--- config.mk ---
export PLATFORM = sky130hd
export DESIGN_NAME = fetch_unit_flat
export DESIGN_NICKNAME = d
export VERILOG_FILES = /design/src/rtl/fetch_pkg.sv /design/src/rtl/fetch_unit_if.sv /design/src/rtl/fetch_queue.sv /design/src/rtl/fetch_unit.sv /design/src/flat_wrapper.sv
export SDC_FILE = /design/constraint.sdc
export NUM_CORES = 1
export LEC_CHECK = 0
export CORE_ASPECT_RATIO = 1.4
export CORE_UTILIZATION = 45
export CTS_CLUSTER_SIZE = 25
export DETAILED_ROUTE_END_ITERATION = 10
export PLACE_DENSITY = 0.66
export SYNTH_ARGS = -nofsm -noshare
export SYNTH_HDL_FRONTEND = slang
export SYNTH_HIERARCHICAL = 1
export SYNTH_SLANG_ARGS = --single-unit
--- constraint.sdc ---
create_clock -name clk -period 4.97 [get_ports clk]
set_clock_uncertainty 0.2 [all_clocks]
set_input_delay 0.7455 -clock clk [delete_from_list [all_inputs] [get_ports clk]]
set_output_delay 0.7455 -clock clk [all_outputs]
set_load 0.005 [all_outputs]
--- src/rtl/fetch_pkg.sv ---
// fetch_pkg -- shared definitions for the instruction fetch unit.
//   fetch_state_e     : request FSM states (IDLE / REQ / DROP)
//   PC_INCR           : byte distance between sequential instructions
//   RESET_PC_DEFAULT  : default address of the first fetch after reset
package fetch_pkg;

  typedef enum logic [1:0] {
    ST_IDLE = 2'd0,  // no request on the bus
    ST_REQ  = 2'd1,  // live request at fetch_pc outstanding
    ST_DROP = 2'd2   // stale request outstanding; its data is thrown away
  } fetch_state_e;

  localparam int unsigned PC_INCR          = 4;
  localparam logic [31:0] RESET_PC_DEFAULT = 32'h0000_0000;

endpackage

--- src/rtl/fetch_unit_if.sv ---
// fetch_unit_if -- bundles the two handshakes of the fetch unit.
//   Memory side : imem_req/imem_addr out, imem_ack/imem_rdata in
//   Decode side : instr_valid/instr/instr_pc out, instr_ready in
// modport master is the fetch unit; modport slave is the memory + decode
// environment that faces it.
interface fetch_unit_if #(
  parameter int unsigned D_WIDTH = 32
);

  logic               imem_req;
  logic [D_WIDTH-1:0] imem_addr;
  logic               imem_ack;
  logic [D_WIDTH-1:0] imem_rdata;

  logic               instr_valid;
  logic               instr_ready;
  logic [D_WIDTH-1:0] instr;
  logic [D_WIDTH-1:0] instr_pc;

  modport master (
    output imem_req, imem_addr,
    input  imem_ack, imem_rdata,
    output instr_valid, instr, instr_pc,
    input  instr_ready
  );

  modport slave (
    input  imem_req, imem_addr,
    output imem_ack, imem_rdata,
    input  instr_valid, instr, instr_pc,
    output instr_ready
  );

endinterface

--- src/rtl/fetch_queue.sv ---
// fetch_queue -- circular buffer of fetched {pc, instr} pairs.
//   clk, rst (async, active-low)
//   flush              : synchronous; empties the queue, wins over enq/deq
//   enq, enq_pc/instr  : push one entry (caller guarantees free space)
//   deq                : pop the head (ignored when empty)
//   head_valid/pc/instr: head entry, pc/instr forced to 0 when empty
//   count              : current occupancy, 0..FQ_DEPTH
module fetch_queue #(
  parameter int unsigned D_WIDTH  = 32,
  parameter int unsigned FQ_DEPTH = 4
) (
  input  logic                             clk,
  input  logic                             rst,
  input  logic                             flush,
  input  logic                             enq,
  input  logic [D_WIDTH-1:0]               enq_pc,
  input  logic [D_WIDTH-1:0]               enq_instr,
  input  logic                             deq,
  output logic                             head_valid,
  output logic [D_WIDTH-1:0]               head_pc,
  output logic [D_WIDTH-1:0]               head_instr,
  output logic [$clog2(FQ_DEPTH+1)-1:0]    count
);

  localparam int unsigned PW = $clog2(FQ_DEPTH);
  localparam int unsigned CW = $clog2(FQ_DEPTH + 1);

  typedef struct packed {
    logic [D_WIDTH-1:0] pc;
    logic [D_WIDTH-1:0] instr;
  } entry_t;

  entry_t        mem [FQ_DEPTH];
  logic [PW-1:0] wr_ptr;
  logic [PW-1:0] rd_ptr;
  logic [CW-1:0] count_q;
  logic          do_enq;
  logic          do_deq;

  assign do_enq = enq && !flush;
  assign do_deq = deq && !flush && (count_q != '0);

  // NOTE: the storage array has no reset; an entry is only ever read after
  // it has been written, and head outputs are masked while the queue is empty.
  always_ff @(posedge clk) begin
    if (do_enq) mem[wr_ptr] <= {enq_pc, enq_instr};
  end

  // Pointers are log2(FQ_DEPTH) bits wide, so +1 wraps modulo FQ_DEPTH.
  // NOTE: sequential state uses non-blocking assignments only, so every
  // flop samples the pre-edge values regardless of statement order.
  always_ff @(posedge clk or negedge rst) begin
    if (!rst) begin
      wr_ptr  <= '0;
      rd_ptr  <= '0;
      count_q <= '0;
    end else if (flush) begin
      wr_ptr  <= '0;
      rd_ptr  <= '0;
      count_q <= '0;
    end else begin
      if (do_enq) wr_ptr <= wr_ptr + PW'(1);
      if (do_deq) rd_ptr <= rd_ptr + PW'(1);
      case ({do_enq, do_deq})
        2'b10:   count_q <= count_q + CW'(1);
        2'b01:   count_q <= count_q - CW'(1);
        default: count_q <= count_q;
      endcase
    end
  end

  assign count      = count_q;
  assign head_valid = (count_q != '0);
  assign head_pc    = head_valid ? mem[rd_ptr].pc    : '0;
  assign head_instr = head_valid ? mem[rd_ptr].instr : '0;

endmodule

--- src/rtl/fetch_unit.sv ---
// fetch_unit -- sequential instruction fetcher with a small fetch queue.
//   clk, rst (async, active-low)
//   bus (fetch_unit_if.master):
//     imem_req/imem_addr -> memory, imem_ack/imem_rdata <- memory
//     instr_valid/instr/instr_pc -> decode, instr_ready <- decode
//   redirect, redirect_pc : taken branch/jump; flush and refetch
//   fq_count              : fetch-queue occupancy
// One request is outstanding at most. A redirect that catches a request in
// flight parks the FSM in DROP until the stale response arrives and is
// discarded, then fetching resumes at the new PC.
module fetch_unit
  import fetch_pkg::*;
#(
  parameter int unsigned        D_WIDTH  = 32,
  parameter int unsigned        FQ_DEPTH = 4,
  parameter logic [D_WIDTH-1:0] RESET_PC = D_WIDTH'(RESET_PC_DEFAULT)
) (
  input  logic                          clk,
  input  logic                          rst,
  fetch_unit_if.master                  bus,
  input  logic                          redirect,
  input  logic [D_WIDTH-1:0]            redirect_pc,
  output logic [$clog2(FQ_DEPTH+1)-1:0] fq_count
);

  localparam int unsigned        CW      = $clog2(FQ_DEPTH + 1);
  localparam logic [CW-1:0]      DEPTH_C = CW'(FQ_DEPTH);
  localparam logic [D_WIDTH-1:0] PC_STEP = D_WIDTH'(PC_INCR);
  localparam logic [D_WIDTH-1:0] ALIGN_M = ~D_WIDTH'(3);

  fetch_state_e       state_q, state_d;
  logic [D_WIDTH-1:0] fetch_pc_q, fetch_pc_d;
  logic [D_WIDTH-1:0] addr_q;
  logic               req_q;

  logic               enq, deq, flush, space;
  logic [CW-1:0]      count_next;
  logic               head_valid;
  logic [D_WIDTH-1:0] head_pc, head_instr;

  fetch_queue #(
    .D_WIDTH  (D_WIDTH),
    .FQ_DEPTH (FQ_DEPTH)
  ) u_queue (
    .clk        (clk),
    .rst        (rst),
    .flush      (flush),
    .enq        (enq),
    .enq_pc     (fetch_pc_q),
    .enq_instr  (bus.imem_rdata),
    .deq        (deq),
    .head_valid (head_valid),
    .head_pc    (head_pc),
    .head_instr (head_instr),
    .count      (fq_count)
  );

  // Redirect wins over everything: the queue is flushed and any response
  // arriving in the same cycle is dropped instead of enqueued.
  assign flush = redirect;
  assign enq   = (state_q == ST_REQ) && bus.imem_ack && !redirect;
  assign deq   = head_valid && bus.instr_ready;

  // Occupancy after this edge; decides whether a new request may go out.
  always_comb begin
    count_next = fq_count;
    if (flush) begin
      count_next = '0;
    end else begin
      case ({enq, deq})
        2'b10:   count_next = fq_count + CW'(1);
        2'b01:   count_next = fq_count - CW'(1);
        default: count_next = fq_count;
      endcase
    end
  end

  assign space = (count_next < DEPTH_C);

  always_comb begin
    // NOTE: defaults come first so every path assigns every output of this
    // block; a missing assignment would otherwise infer a latch.
    state_d    = state_q;
    fetch_pc_d = fetch_pc_q;

    if (redirect)  fetch_pc_d = redirect_pc & ALIGN_M;
    else if (enq)  fetch_pc_d = fetch_pc_q + PC_STEP;

    unique case (state_q)
      ST_IDLE: begin
        if (space) state_d = ST_REQ;
      end
      ST_REQ: begin
        // A completed request chains straight into the next one while the
        // queue has room, giving one fetch per cycle on zero-wait memory.
        if (bus.imem_ack)  state_d = space ? ST_REQ : ST_IDLE;
        else if (redirect) state_d = ST_DROP;
      end
      ST_DROP: begin
        if (bus.imem_ack) state_d = ST_REQ;
      end
      default: state_d = ST_IDLE;
    endcase
  end

  always_ff @(posedge clk or negedge rst) begin
    if (!rst) begin
      state_q    <= ST_IDLE;
      fetch_pc_q <= RESET_PC;
      addr_q     <= RESET_PC;
      req_q      <= 1'b0;
    end else begin
      state_q    <= state_d;
      fetch_pc_q <= fetch_pc_d;
      req_q      <= (state_d != ST_IDLE);
      // The address is captured when a live request starts and then held,
      // which keeps it stable while waiting and keeps the stale address
      // on the bus throughout DROP.
      if (state_d == ST_REQ) addr_q <= fetch_pc_d;
    end
  end

  assign bus.imem_req    = req_q;
  assign bus.imem_addr   = addr_q;
  assign bus.instr_valid = head_valid;
  assign bus.instr       = head_instr;
  assign bus.instr_pc    = head_pc;

endmodule

--- src/flat_wrapper.sv ---
// flat-port wrapper written by rule: the top's interface ports become plain ports
module fetch_unit_flat import fetch_pkg::*;
#(
  parameter int unsigned        D_WIDTH  = 32,
  parameter int unsigned        FQ_DEPTH = 4,
  parameter logic [D_WIDTH-1:0] RESET_PC = D_WIDTH'(RESET_PC_DEFAULT)
)
  (clk, rst, redirect, redirect_pc, fq_count, bus_imem_req, bus_imem_addr, bus_imem_ack, bus_imem_rdata, bus_instr_valid, bus_instr, bus_instr_pc, bus_instr_ready);
  fetch_unit_if #(.D_WIDTH(D_WIDTH)) bus_i ();
  input  logic clk;
  input  logic rst;
  input  logic redirect;
  input  logic [D_WIDTH-1:0] redirect_pc;
  output logic [$clog2(FQ_DEPTH+1)-1:0] fq_count;
  output wire logic [$bits(bus_i.imem_req)-1:0] bus_imem_req;
  output wire logic [$bits(bus_i.imem_addr)-1:0] bus_imem_addr;
  input wire logic [$bits(bus_i.imem_ack)-1:0] bus_imem_ack;
  input wire logic [$bits(bus_i.imem_rdata)-1:0] bus_imem_rdata;
  output wire logic [$bits(bus_i.instr_valid)-1:0] bus_instr_valid;
  output wire logic [$bits(bus_i.instr)-1:0] bus_instr;
  output wire logic [$bits(bus_i.instr_pc)-1:0] bus_instr_pc;
  input wire logic [$bits(bus_i.instr_ready)-1:0] bus_instr_ready;
  assign bus_imem_req = bus_i.imem_req;
  assign bus_imem_addr = bus_i.imem_addr;
  assign bus_i.imem_ack = bus_imem_ack;
  assign bus_i.imem_rdata = bus_imem_rdata;
  assign bus_instr_valid = bus_i.instr_valid;
  assign bus_instr = bus_i.instr;
  assign bus_instr_pc = bus_i.instr_pc;
  assign bus_i.instr_ready = bus_instr_ready;
  fetch_unit #(.D_WIDTH(D_WIDTH), .FQ_DEPTH(FQ_DEPTH), .RESET_PC(RESET_PC)) u_core (.clk(clk), .rst(rst), .bus(bus_i), .redirect(redirect), .redirect_pc(redirect_pc), .fq_count(fq_count));
endmodule
==> reports/summary.txt, run 1 <==
Status: finished clean
Master of the slowest instance on the critical path: dfrtp_4
# IOs: 170
Syn avg cell area: 17.7 um2
Final non-filler cell total: 1335
Initial antenna violation count: 0
Die Y-Extent: 207 um
Final Wtd Congestion: 0.774
Number of global-route vias before repair: 7495
Die extent in x: 148 um
Post-synth EDFFs: 256
Total Wirelength: 27.3 mm
Library cells used by synthesis: 58
Clock Tree Buf Depth: 3
Worst reg-to-reg setup slack: 1.46 ns
Hold depth: 1
CTS Buf Count: 31
Clk_lat worst skew: 0.56 ns
Worst EP arrival: 2.97 ns
Mapped cell area: 13400 um2
GRT Util Overall: 0.181
Clock sinks: 330
Worst setup EP type: output pin
First-pass GRT wire length: 41.9 mm
Slew @ Worst Pin: 1.00 ns
Count leader, synth: edfxtp_1
N_diodes: 0
Post-Syn Nets: 837
Ys Warns: 6
Hold Crit Class: reg -> reg
Asr flop ratio synth: 0.224
Drt pass-1 iters: 4
Placed cell count: 1279
Port Buf Inserts: 167
Util after Layout: 0.565
Setup CP Type: reg -> out
CTS tree: done
Clock-pin slew on the worst setup and hold paths: 0.06 ns
Ranking of synthesized cells by area: edfxtp_1 57%, dfrtp_1 14%, mux4_2 11%
Setup TNS: 0 ns
Via-to-Cell Ratio: 5.44
CTS Hold Bufs: 1
P&R area growth vs syn: 22.9%
Net count, final: 1010
Cells on worst reg2reg path: 10
Crit path launch type: flip-flop
Worst EP required: 4.02 ns
Share of cells above drive strength 1: 0.174
Fin crit period: 3.92 ns
Crit-path max cell delay: 0.78 ns
Place WS: 1.23 ns
Rows: 74
Antenna viol nets, final: 0
Core box area: 29300 um2
Hold Path Sink: u_core/bus.imem_addr[0]
Seq/Total Area, Yosys: 0.710
Grt ovf: 0
HP Start: u_core/bus.imem_addr[0]
Crit-path cells: buf_12 > mux4_2 > and2_1 > clkdlybuf4s50_1
Routed length per placed instance: 20.4 um
Postcts setup bufs: 0
Max Slew Vio Count: 0
Largest net degree at the start of global routing: 67
RSZ-0062 raised after global routing: false
Initial DRC Count: 370
Leakage power: 5.49 nW
Die area: 30600 um2
Crit path max fanout: 42
Cell count after synthesis: 760
Peak Freq: 255 MHz
Final setup vio count: 0
Pwr Density: 366 nW/um2
Setup ws final: 1.05 ns
CTS Root Cell: clkbuf_16
Final count of hold timing violations: 0
Starting density of the core: 0.460
R2R Path End: u_core/bus.imem_addr[10]
Number of synthesized register bits: 330
Post-synth top area share: 0.572
DR vias: 7266
VDD IR-drop max: 0.238 mV
Final period utilization: 0.788
Leading area contributor after synthesis: edfxtp_1
Htree depth: 1
Detailed placement HPWL: 16.6 mm
Worst R2R Start: u_core/u_queue/count[2]
Synth top cells by count: 256 x edfxtp_1, 74 x dfrtp_1, 73 x and2_1
Slew headroom: 0.331
Ys flop type: edfxtp_1
DR DRC count: 0
MaxCap Viol Count: 0
Min Hold Slack: 0.308 ns
Cts repair resizes: 0
==> sequential cells by signal, indices dropped and copies added, names as in the netlist <==
signal	count
u_core/bus.imem_addr	32
u_core/u_queue/count	3
u_core/u_queue/wr_ptr	2
u_core/u_queue/mem	256
u_core/fetch_pc_q	32
u_core/state_q	2
u_core/bus.imem_req	1
u_core/u_queue/rd_ptr	2
==> cell type report <==
cell class | count | area (um2)
Fill cell | 2357 | 12700
Sequential cell | 330 | 9550
Multi-Input combinational cell | 382 | 3690
Timing Repair Buffer | 179 | 1830
Clock buffer | 37 | 798
Tap cell | 380 | 475
Clock inverter | 18 | 140
Inverter | 9 | 33.8
==> critical path, delay by kind of cell (launching register included) <==
family                 cells  cell delay [ns]
muxes                      1             0.55
and+or+nand+nor            1             0.21
DFF                        1             0.78
buffers and inverters      2             0.85
==> logic make-up (layout without fill, tap and decap cells) <==
group,after synthesis,in the layout,synth area share
AND/OR/NAND/NOR,200,200,0.0866
adder cells (fa/ha/maj),8,8,0.00800
AO/OA/AOI/OAI,60,60,0.0321
flip-flops,330,330,0.710
XOR/XNOR,16,16,0.0104
multiplexers,98,98,0.136
buffers and inverters,48,243,0.0179
==> worst max-delay path by stage <==
stage / cells after the start / endpoint / from
after floorplan: 6 / u_core/u_queue/mem[0][0] / redirect
after global placement: 11 / u_core/bus.imem_addr[2] / bus_imem_ack
after detailed placement: 11 / u_core/bus.imem_addr[6] / bus_imem_ack
after CTS: 4 / bus_instr_pc[14] / u_core/u_queue/rd_ptr[0]
after global routing: 4 / bus_instr_pc[13] / u_core/u_queue/rd_ptr[0]
final: 4 / bus_instr_pc[14] / u_core/u_queue/rd_ptr[0]
==> cell usage in the layout (no fill, tap or decap), types with 5 or more instances in the layout <==
cell	n
inv_1	8
buf_4	6
nand4_1	12
dfrtp_1	72
nor2_1	20
o21ai_0	13
a31oi_1	11
clkbuf_16	31
mux2_2	32
o31ai_1	8
clkbuf_1	6
and4_1	5
xnor2_1	9
nand2_1	31
xor2_1	7
nand3_1	19
o211ai_1	5
clkdlybuf4s50_1	165
buf_12	6
ha_1	7
clkinv_2	6
clkinv_1	6
edfxtp_1	256
mux4_2	64
and2_1	69
or4_1	12
==> layer usage <==
metal / share of wire / track usage / vias up
met5: 0 / 0 / -
met4: 0.025 / 0.0600 / 0
met3: 0.041 / 0.0247 / 44
met2: 0.52 / 0.322 / 170
met1: 0.41 / 0.228 / 3709
li1: - / - / 3343
==> report_power, final <==
part	total, W	switching, W	internal (W)
clock network	0.00221	0.000969	0.00124
registers	0.00320	0.000103	0.00310
logic	0.000634	0.000259	0.000375
total	0.00604	0.00133	0.00471
==> through the flow <==
step           cell area (um2)  power, W
6_report                 16500   0.00604
5_1_grt                  16500   0.00627
4_1_cts                  16500   0.00612
3_5_place_dp             15600   0.00390
3_3_place_gp             15600   0.00389
2_1_floorplan            13400   0.00351
No activity file was read; power rests on OpenSTA's default activity.
==> inputs of run 2 (changes only) <==
Settings changed: PLACE_DENSITY 0.66 to 0.69.
Clock period 4.97 ns to 3.5 ns, I/O delays scaled along.
==> reports/summary.txt, run 2 (synthesized netlist as in run 1, its figures left out) <==
Slew @ Worst Pin: 0.657 ns
Cts repair resizes: 0
Commonest cells after routing, fill and taps aside: 256 x edfxtp_1, 165 x clkdlybuf4s50_1, 72 x dfrtp_1
Number of global-route vias before repair: 7622
Drt pass-1 iters: 4
Final period utilization: 0.956
Crit path max fanout: 12
Worst setup EP type: output pin
Initial antenna violation count: 0
Core box area: 29300 um2
Pwr Density: 536 nW/um2
Rows: 74
Die extent in x: 148 um
Worst EP required: 2.77 ns
Setup TNS: 0 ns
Final count of hold timing violations: 0
Clock Tree Buf Depth: 3
First-pass GRT wire length: 42.9 mm
Final setup vio count: 0
P&R area growth vs syn: 25.8%
Max FFs per register: 256
Register with the most flip-flops: u_core/u_queue/mem
Starting density of the core: 0.460
Net count, final: 1032
Via-to-Cell Ratio: 5.43
DR DRC count: 0
Initial DRC Count: 295
Leading cell type in the layout, fill and taps excluded: edfxtp_1
Max Slew Vio Count: 0
Routed length per placed instance: 20.3 um
MaxCap Viol Count: 0
Detailed placement HPWL: 17.7 mm
Clock sinks: 330
Antenna viol nets, final: 0
Fin crit period: 3.35 ns
Peak Freq: 299 MHz
Clock-pin slew on the worst setup and hold paths: 0.06 ns
CTS Root Cell: clkbuf_16
GRT Util Overall: 0.185
Setup CP Type: reg -> out
Postcts setup bufs: 0
Slew headroom: 0.562
Grt ovf: 0
Setup ws final: 0.155 ns
DR vias: 7374
Hold Crit Class: reg -> reg
Status: finished clean
Total power: 0.00907 W
Min Hold Slack: 0.308 ns
Htree depth: 1
Largest net degree at the start of global routing: 67
Worst reg-to-reg setup slack: 0.37 ns
Leakage power: 5.70 nW
Die area: 30600 um2
Share of cells above drive strength 1: 0.200
RSZ-0062 raised after global routing: false
VDD IR-drop max: 0.352 mV
Port Buf Inserts: 167
Crit path launch type: flip-flop
Clk_lat worst skew: 0.56 ns
CTS Buf Count: 31
Place WS: 0.0225 ns
Die Y-Extent: 207 um
Final Wtd Congestion: 0.803
Total Wirelength: 27.5 mm
N_diodes: 0
Worst EP arrival: 2.62 ns
# IOs: 170
CTS tree: done
-- run 2: area by class of cell --
type	count	area, um2
inverters	9	33.8
well taps	380	475
flip-flops and latches	330	9550
repair buffers	201	2060
clock buffers	37	818
fillers	2292	12300
clock inverters	20	292
multi-input cells	382	3690
-- run 2: where the power goes --
part / switching [W] / total [W] / internal [W]
logic: 0.000381 / 0.000928 / 0.000546
registers: 0.000141 / 0.00454 / 0.00440
clock network: 0.00142 / 0.00360 / 0.00219
-- run 2: routing by layer --
layer  track usage  vias up  part of all wire
met5             0        -                 0
met4        0.0626        0             0.023
met3        0.0216       41             0.037
met2         0.330      185              0.53
met1         0.234     3745              0.40
li1              -     3403                 -
-- run 2: final timing paths --
| path | depth (start not counted) | start | end |
|---|---|---|---|
| min reg2reg | 1 | u_core/bus.imem_addr[9] | u_core/bus.imem_addr[9] |
| min | 1 | u_core/bus.imem_addr[9] | u_core/bus.imem_addr[9] |
| max | 4 | u_core/u_queue/rd_ptr[0] | bus_instr_pc[29] |
| max reg2reg | 10 | u_core/u_queue/count[2] | u_core/bus.imem_addr[2] |
| max in group asynchronous | 3 | rst | u_core/fetch_pc_q[27] |
| min in group asynchronous | 2 | rst | u_core/fetch_pc_q[1] |
-- run 2: worst max-delay path, stage by stage, from the launching register on --
cell	delay (ns)
dfrtp_4	0.56
buf_4	0.30
mux4_2	0.55
and2_1	0.17
clkdlybuf4s50_1	0.48
-- run 2: repair_timing --
item / in CTS / in global routing
endpoints found under the hold margin: 47 / 0
hold buffers: 1 / 0
endpoints found under the setup margin: 0 / 0
-- run 2: stage by stage --
stage | cells | util | instance area (um2)
floorplan | 760 | - | 13500
finish | 1359 | 0.578 | 16900
global placement | 1301 | 0.540 | 15800
detailed placement | 1301 | 0.540 | 15800
CTS | 1359 | 0.578 | 16900
global route | 1359 | 0.578 | 16900
==> inputs of run 3 (changes only) <==
Settings changed: CELL_PAD_IN_SITES_DETAIL_PLACEMENT set to 1, CELL_PAD_IN_SITES_GLOBAL_PLACEMENT set to 1, CORE_UTILIZATION 45 to 43, PLACE_DENSITY 0.69 to 0.76.
==> reports/summary.txt, run 3 (synthesized netlist as in run 1, its figures left out) <==
Final non-filler cell total: 1369
Setup TNS: 0 ns
MaxCap Viol Count: 0
Initial antenna violation count: 0
Port Buf Inserts: 167
Routed length per placed instance: 22.0 um
Top delay family on crit path: buffers and inverters
CTS tree: done
Clock Tree Buf Depth: 3
Reg power frac: 0.518
Worst Path Buf+Inv: 2
Setup ws final: 0.166 ns
Crit path max fanout: 22
N_diodes: 0
Leading cell type in the layout, fill and taps excluded: edfxtp_1
Number of global-route vias before repair: 8214
R2R Path End: u_core/bus.imem_addr[22]
Peak Freq: 300 MHz
Clock-pin slew on the worst setup and hold paths: 0.07 ns
Largest net degree at the start of global routing: 67
Worst EP arrival: 2.61 ns
Clock Power Share: 0.375
Grt ovf: 0
Logic pwr share: 0.107
Worst EP required: 2.77 ns
Final count of hold timing violations: 0
Detailed placement HPWL: 19.7 mm
Die extent in x: 151 um
Register with the most flip-flops: u_core/u_queue/mem
Slew headroom: 0.432
DR vias: 7499
Status: finished clean
Starting density of the core: 0.436
Slew @ Worst Pin: 0.853 ns
Crit path launch: u_core/u_queue/rd_ptr[1]
GRT Util Overall: 0.197
Placed cell count: 1311
Clk_lat worst skew: 0.55 ns
P&R area growth vs syn: 25.2%
Die area: 32000 um2
Share of cells above drive strength 1: 0.193
Sw Share: 0.219
Core box area: 30800 um2
Dpl cell area: 15800 um2
Max Slew Vio Count: 0
Filler Cell Count: 2888
Total Wirelength: 30.1 mm
Crit-path max cell delay: 0.67 ns
Crit-path cells: buf_4 > mux4_2 > and2_1 > clkdlybuf4s50_1
Antenna viol nets, final: 0
Setup CP Type: reg -> out
Place WS: -0.00820 ns
CTS Buf Count: 31
Worst R2R Start: u_core/u_queue/count[2]
Htree depth: 1
Worst setup EP type: output pin
RSZ-0062 raised after global routing: false
CTS Root Cell: clkbuf_16
Final period utilization: 0.953
Final setup vio count: 0
DR DRC count: 0
Clock sinks: 330
Crit path launch type: flip-flop
Initial DRC Count: 327
Max FFs per register: 256
Final Instance Area: 16800 um2
Leakage power: 5.66 nW
Die Y-Extent: 211 um
Worst reg-to-reg setup slack: 0.28 ns
First-pass GRT wire length: 47.0 mm
Master of the slowest instance on the critical path: dfrtp_4
Fin crit period: 3.33 ns
Psw: 0.00192 W
Crit path to: bus_instr[10]
Commonest cells after routing, fill and taps aside: 256 x edfxtp_1, 165 x clkdlybuf4s50_1, 72 x dfrtp_1
Via-to-Cell Ratio: 5.48
Pwr Density: 521 nW/um2
Cells on worst reg2reg path: 10
Final Wtd Congestion: 0.760
Rows: 76
Drt pass-1 iters: 4
P_int: 0.00685 W
Hold Crit Class: reg -> reg
Util after Layout: 0.546
# IOs: 170
Net count, final: 1032
Critical path depth in cells: 4
VDD IR-drop max: 0.314 mV
==> run 3: cell count changes in the layout (fill, tap and decap cells not counted), sizes merged <==
cell / change
bufinv: -6
clkbuf: +11
clkinv: -1
clkinvlp: -3
inv: -1
==> run 3: repair_timing <==
| item | 4_1_cts | 5_1_grt |
|---|---|---|
| resized for setup | 0 | 0 |
| hold buffers | 1 | 0 |
| buffers inserted | 0 | 0 |
| hold endpoints to repair | 59 | 0 |
==> run 3: power by group through the flow <==
stage	combinational (W)	sequential [W]	clock (W)
after floorplan	0.000399	0.00458	0
after global placement	0.000935	0.00461	0
after detailed placement	0.000956	0.00463	0
after CTS	0.000966	0.00455	0.00337
after global routing	0.00103	0.00457	0.00350
final	0.000943	0.00454	0.00329
==> run 3: stage by stage <==
step                power [W]  hold WS [ns]
finish                0.00878         0.310
floorplan             0.00498        0.0294
detailed placement    0.00558         0.300
CTS                   0.00888         0.314
global placement      0.00555         0.289
global route          0.00910         0.340
==> run 3: per-layer routing <==
metal / up-vias / routed length (um) / global-route usage
met5: - / 0 / 0
met4: 0 / 669 / 0.0610
met3: 44 / 1020 / 0.0203
met2: 166 / 16300 / 0.358
met1: 3914 / 12100 / 0.243
li1: 3375 / - / -
==> run 3: worst min-delay path by stage <==
stage / slack [ns] / from / cells after the start / endpoint
floorplan: 0.03 / rst / 0 / u_core/bus.imem_addr[0]
global placement: 0.29 / u_core/fetch_pc_q[1] / 0 / u_core/u_queue/mem[2][33]
detailed placement: 0.30 / u_core/bus.imem_addr[18] / 1 / u_core/bus.imem_addr[18]
CTS: 0.31 / u_core/bus.imem_addr[3] / 1 / u_core/bus.imem_addr[3]
global route: 0.34 / u_core/bus.imem_addr[20] / 1 / u_core/bus.imem_addr[20]
finish: 0.31 / u_core/bus.imem_addr[3] / 1 / u_core/bus.imem_addr[3]
==> run 3: cell type report <==
type	instances	area, um2	share of cell area
well taps	390	488	0.0290
flip-flops and latches	330	9550	0.567
inverters	9	33.8	0.00201
clock inverters	9	78.8	0.00468
multi-input cells	382	3690	0.219
repair buffers	201	2060	0.122
clock buffers	48	933	0.0555
==> run 3: worst reg2reg max path, delay by kind of cell, from the launching register on <==
family	cells	cell delay, ns
xor gates and xnor gates	1	0.16
DFF	1	0.38
adders and majority gates	2	0.51
buffers and inverters	1	0.24
muxes	1	0.37
AOI/OAI and AO/OA	2	0.41
and+or+nand+nor	3	0.85
